--- src/rtl/or_alu_pkg.sv ---
// ---------------------------------------------------------------------------
// or_alu_pkg
// Shared definitions for the ALU family. Holds the default datapath width and
// the registered flag bundle that every ALU unit presents, so sibling units
// expose identical flag ports whether or not they can set every flag.
// ---------------------------------------------------------------------------
package or_alu_pkg;

  // Default operand/result width for all ALU units
  localparam int unsigned DEFAULT_WIDTH = 32;

  // Flag bundle shared by every ALU unit, ordered {eq, cary, of}
  typedef struct packed {
    logic eq;
    logic cary;
    logic of;
  } alu_flags_t;

  // Flag value used whenever a unit is held in reset
  localparam alu_flags_t FLAGS_CLEAR = '{eq: 1'b0, cary: 1'b0, of: 1'b0};

  // Builds the flag bundle for a purely logical operation: a logical OR can
  // never carry or overflow, so only the equality flag carries information.
  function automatic alu_flags_t logicFlags(input logic eqBit);
    alu_flags_t flags;
    flags      = FLAGS_CLEAR;
    flags.eq   = eqBit;
    return flags;
  endfunction

endpackage

--- src/rtl/or_bit_slice.sv ---
// ---------------------------------------------------------------------------
// or_bit_slice
// One bit of the OR datapath. Produces the OR of the two operand bits and an
// equality term (XNOR) that the top level AND-reduces into the eq flag.
//
// Ports:
//   a_i   input  1  operand A bit
//   b_i   input  1  operand B bit
//   or_o  output 1  a_i | b_i
//   eq_o  output 1  1 when a_i == b_i
// ---------------------------------------------------------------------------
module or_bit_slice (
  input  logic a_i,
  input  logic b_i,
  output logic or_o,
  output logic eq_o
);

  assign or_o = a_i | b_i;
  assign eq_o = ~(a_i ^ b_i);

endmodule

--- src/rtl/or_alu.sv ---
// ---------------------------------------------------------------------------
// or_alu
// Registered bitwise-OR ALU unit with one cycle of latency. A new operand pair
// is accepted on every rising edge and its result appears after that edge.
// All outputs come straight from flops.
//
// Parameters:
//   WIDTH  operand and result width in bits
//
// Ports:
//   clk    input  1      rising-edge clock
//   reset  input  1      synchronous active-high reset, clears all outputs
//   a      input  WIDTH  operand A
//   b      input  WIDTH  operand B
//   s      output WIDTH  registered a | b
//   eq     output 1      registered (a == b)
//   cary   output 1      registered carry, always 0 for OR
//   of     output 1      registered overflow, always 0 for OR
// ---------------------------------------------------------------------------
module or_alu #(
  parameter int unsigned WIDTH = or_alu_pkg::DEFAULT_WIDTH
) (
  input  logic             clk,
  input  logic             reset,
  input  logic [WIDTH-1:0] a,
  input  logic [WIDTH-1:0] b,
  output logic [WIDTH-1:0] s,
  output logic             eq,
  output logic             cary,
  output logic             of
);

  import or_alu_pkg::*;

  logic [WIDTH-1:0] orVec;
  logic [WIDTH-1:0] eqVec;

  logic [WIDTH-1:0] s_d;
  logic [WIDTH-1:0] s_q;
  alu_flags_t       flags_d;
  alu_flags_t       flags_q;

  // One slice per bit; each slice yields the OR bit and its equality term
  for (genvar i = 0; i < WIDTH; i++) begin : gSlice
    or_bit_slice uSlice (
      .a_i  (a[i]),
      .b_i  (b[i]),
      .or_o (orVec[i]),
      .eq_o (eqVec[i])
    );
  end

  // Next-state: operands are equal only when every bit position matches
  always_comb begin
    s_d     = orVec;
    flags_d = logicFlags(&eqVec);
  end

  // Output registers; reset discards whatever result was in flight
  always_ff @(posedge clk) begin
    if (reset) begin
      s_q     <= '0;
      flags_q <= FLAGS_CLEAR;
    end else begin
      s_q     <= s_d;
      flags_q <= flags_d;
    end
  end

  assign s    = s_q;
  assign eq   = flags_q.eq;
  assign cary = flags_q.cary;
  assign of   = flags_q.of;

endmodule

--- config.mk ---
export PLATFORM = sky130hd
export DESIGN_NAME = or_alu
export DESIGN_NICKNAME = d
export VERILOG_FILES = /design/src/rtl/or_alu_pkg.sv /design/src/rtl/or_bit_slice.sv /design/src/rtl/or_alu.sv
export SDC_FILE = /design/constraint.sdc
export NUM_CORES = 1
export LEC_CHECK = 0
export ABC_AREA = 1
export BUFFER_PORTS_ARGS = -buffer_cell sky130_fd_sc_hd__buf_2
export CAP_MARGIN = 40
export CORE_MARGIN = 2
export CORE_UTILIZATION = 45
export CTS_CLUSTER_DIAMETER = 30
export DETAILED_ROUTE_END_ITERATION = 6
export GPL_ROUTABILITY_DRIVEN = 1
export PLACE_DENSITY = 0.88
export SYNTH_ARGS = -nofsm -noshare
export SYNTH_HDL_FRONTEND = slang
export SYNTH_SLANG_ARGS = --single-unit
--- constraint.sdc ---
create_clock -name clk -period 2.6 [get_ports clk]
set_clock_uncertainty 0.1 [all_clocks]
set_input_delay 0.26 -clock clk [delete_from_list [all_inputs] [get_ports clk]]
set_output_delay 0.26 -clock clk [all_outputs]
set_load 0.01 [all_outputs]
==> impl_metrics.toml <==
[status]
outcome = "complete, no violations"

[synth]
synth.distinct_cells = 12
yosys.area.top_type = "dfxtp_1"
synth_edf_count = 0
synth_area_um2 = 1590
syn_avg_cell_area_um2 = 7.99
yosys_warnings = 0
yosysMostFrequentCell = "inv_1"
yosys-top-cells-area = "dfxtp_1 42%, ha_1 25%, inv_1 15%"
yosysSeqAreaShare_pct = 41.5
yosysTopAreaCellShare_pct = 41.5
synthArstFlopShare_pct = 0
ys_seq_elements = 33
synthTopCellsByCount = "65 x inv_1, 51 x nor2_1, 33 x dfxtp_1, 32 x ha_1, 7 x nand2_1"
postSynthCellCount = 199
synth_ff_type = "dfxtp_1"

[clock_tree]
clockBufferDepth = 2
cts_sinks = 33
cts_buffers = 5
clkTransAtPathRegs_ps = 90
ctsResizeCount = 0
cts_tree = "built"
post_cts_buffers = 0
htreeDepth = 2
hold_buffers = 0
root_buffer = "clkbuf_4"

[critical_path]
critical-path-top-delay-family = "flip-flops"
cpPeakStageDelay_ps = 340
slowest_stage = "dfxtp_1"
end_kind = "output pin"
required_ps = 2240
setup.worst_path.class = "reg2out"
start_kind = "register"
crit_fanout = 1
cp_num_buf_inv = 1
crit_arrival_ps = 790
worstPathCellList = "buf_2"

[sta]
tightest_slew_ps = 600
max_slew_margin_pct = 60.0
period_share_pct = 44.2
period_minus_slack_ps = 1150
hold_violations = 0
fmax_mhz = 869
slew_violations = 0
rsz0062_at_grt = "false"
finalSetupViolCount = 0
finalSetupTns_ps = 0
holdWs_ps = 171

[final_layout]
fillCellCount = 315
design_area_um2 = 2170
multi_input_area_um2 = 648
area.sequential_um2 = 661
fin_nets = 397
fin_util_pct = 64.5
drive_above_1_share_pct = 35.7
area_growth_pct = 36.5
num_antenna_cells = 0

[route]
wl_per_cell_um = 9.31
drtPass1Iterations = 4
wirelength_um = 3220
final_antenna_net_count = 0
via_per_inst = 4.14
drtIter0Drc = 13
drcViolationCount = 0
vias = 1433

[pwr]
total_power_mw = 1.06
leakage_nw = 1.43
vdd_drop_max_v = 0.000304
power_density_nw_per_um2 = 489

[floorplan]
ios = 101
die-height_um = 63.4
dieArea_um2 = 4030
row_count = 21
initial_core_util_pct = 47.3
die_w_um = 63.4
core_area_um2 = 3360

[min_path]
min_to = "s[10]"
whs_path_depth = 4
hold_start = "b[10]"
hold_class = "in2reg"

[flow_run]
cap_viol_max_count = 0

[placed_design]
io_buffers = 98
placed_area_um2 = 2100
routabilityCongestion = 0.808
dp_hpwl_um = 2710

[global_route]
grt_pass1_vias = 1422
grt_usage_pct = 17.2
grt_max_degree = 34
gr-total-overflow = 0
antenna_found_initial = 0
grt_pass1_wl_um = 5380
==> state kept, by name, summed over array words and instances, names as in the netlist <==
name	count
eq	1
s	32
==> tightest hold or removal path: stages <==
cell    delay (ps)
buf_2           90
inv_1           40
ha_1           130
nor2_1          30
==> logic make-up (layout without fill, tap and decap cells) <==
family	count (synthesis)	after routing	share of synthesized area, %
flops	33	33	41.5
fa+ha+maj	32	32	25.2
simple gates	62	62	15.1
other cells	1	2	0.236
buf+inv	71	171	17.9
==> where the power goes <==
part / switching [mW] / internal [mW]
Combinational: 0.101 / 0.0972
Clock: 0.161 / 0.157
Sequential: 0.00696 / 0.538
Total: 0.269 / 0.792
==> layer usage <==
layer	wire length, um	track usage (%)	part of all wire (%)	vias up
li1	-	-	-	759
met1	1150	15.6	36	606
met2	1720	33.6	53	59
met3	276	5.89	8.6	9
met4	82	8.15	2.5	0
met5	0	0	0	-
==> cell usage in the layout, fill, tap and decap left out <==
master	netlist	routed
nor2_2	1	1
clkinv_2	0	1
conb_1	1	2
buf_2	3	98
nor2_1	51	51
or2_1	1	1
clkbuf_8	0	2
nand2_1	7	7
nand3_1	2	2
clkbuf_4	0	5
ha_1	32	32
inv_1	65	65
dfxtp_1	33	33
==> how the worst max path moves through the flow <==
| stage | start | to | slack (ps) | cells after the start |
|---|---|---|---|---|
| 2_1_floorplan | a[19] | eq | 1450 | 6 |
| 3_3_place_gp | a[19] | eq | 1220 | 7 |
| 3_5_place_dp | a[19] | eq | 1240 | 7 |
| 4_1_cts | s[26] | s[26] | 1440 | 1 |
| 5_1_grt | s[2] | s[2] | 1400 | 1 |
| 6_report | s[26] | s[26] | 1450 | 1 |
==> final cells by class <==
cell class                      count  area share (%)
Timing Repair Buffer               98            22.6
Sequential cell                    33            30.4
Clock inverter                      1           0.231
Tap cell                           46            2.65
Multi-Input combinational cell     96            29.9
Clock buffer                        7            3.00
Inverter                           65            11.2
==> stage by stage <==
stage	setup slack (ps)	instances
3_5_place_dp	1240	338
6_report	1450	346
5_1_grt	1400	346
4_1_cts	1440	346
2_1_floorplan	1450	200
3_3_place_gp	1220	338
Note: power is estimated with default switching activity, not from simulation.
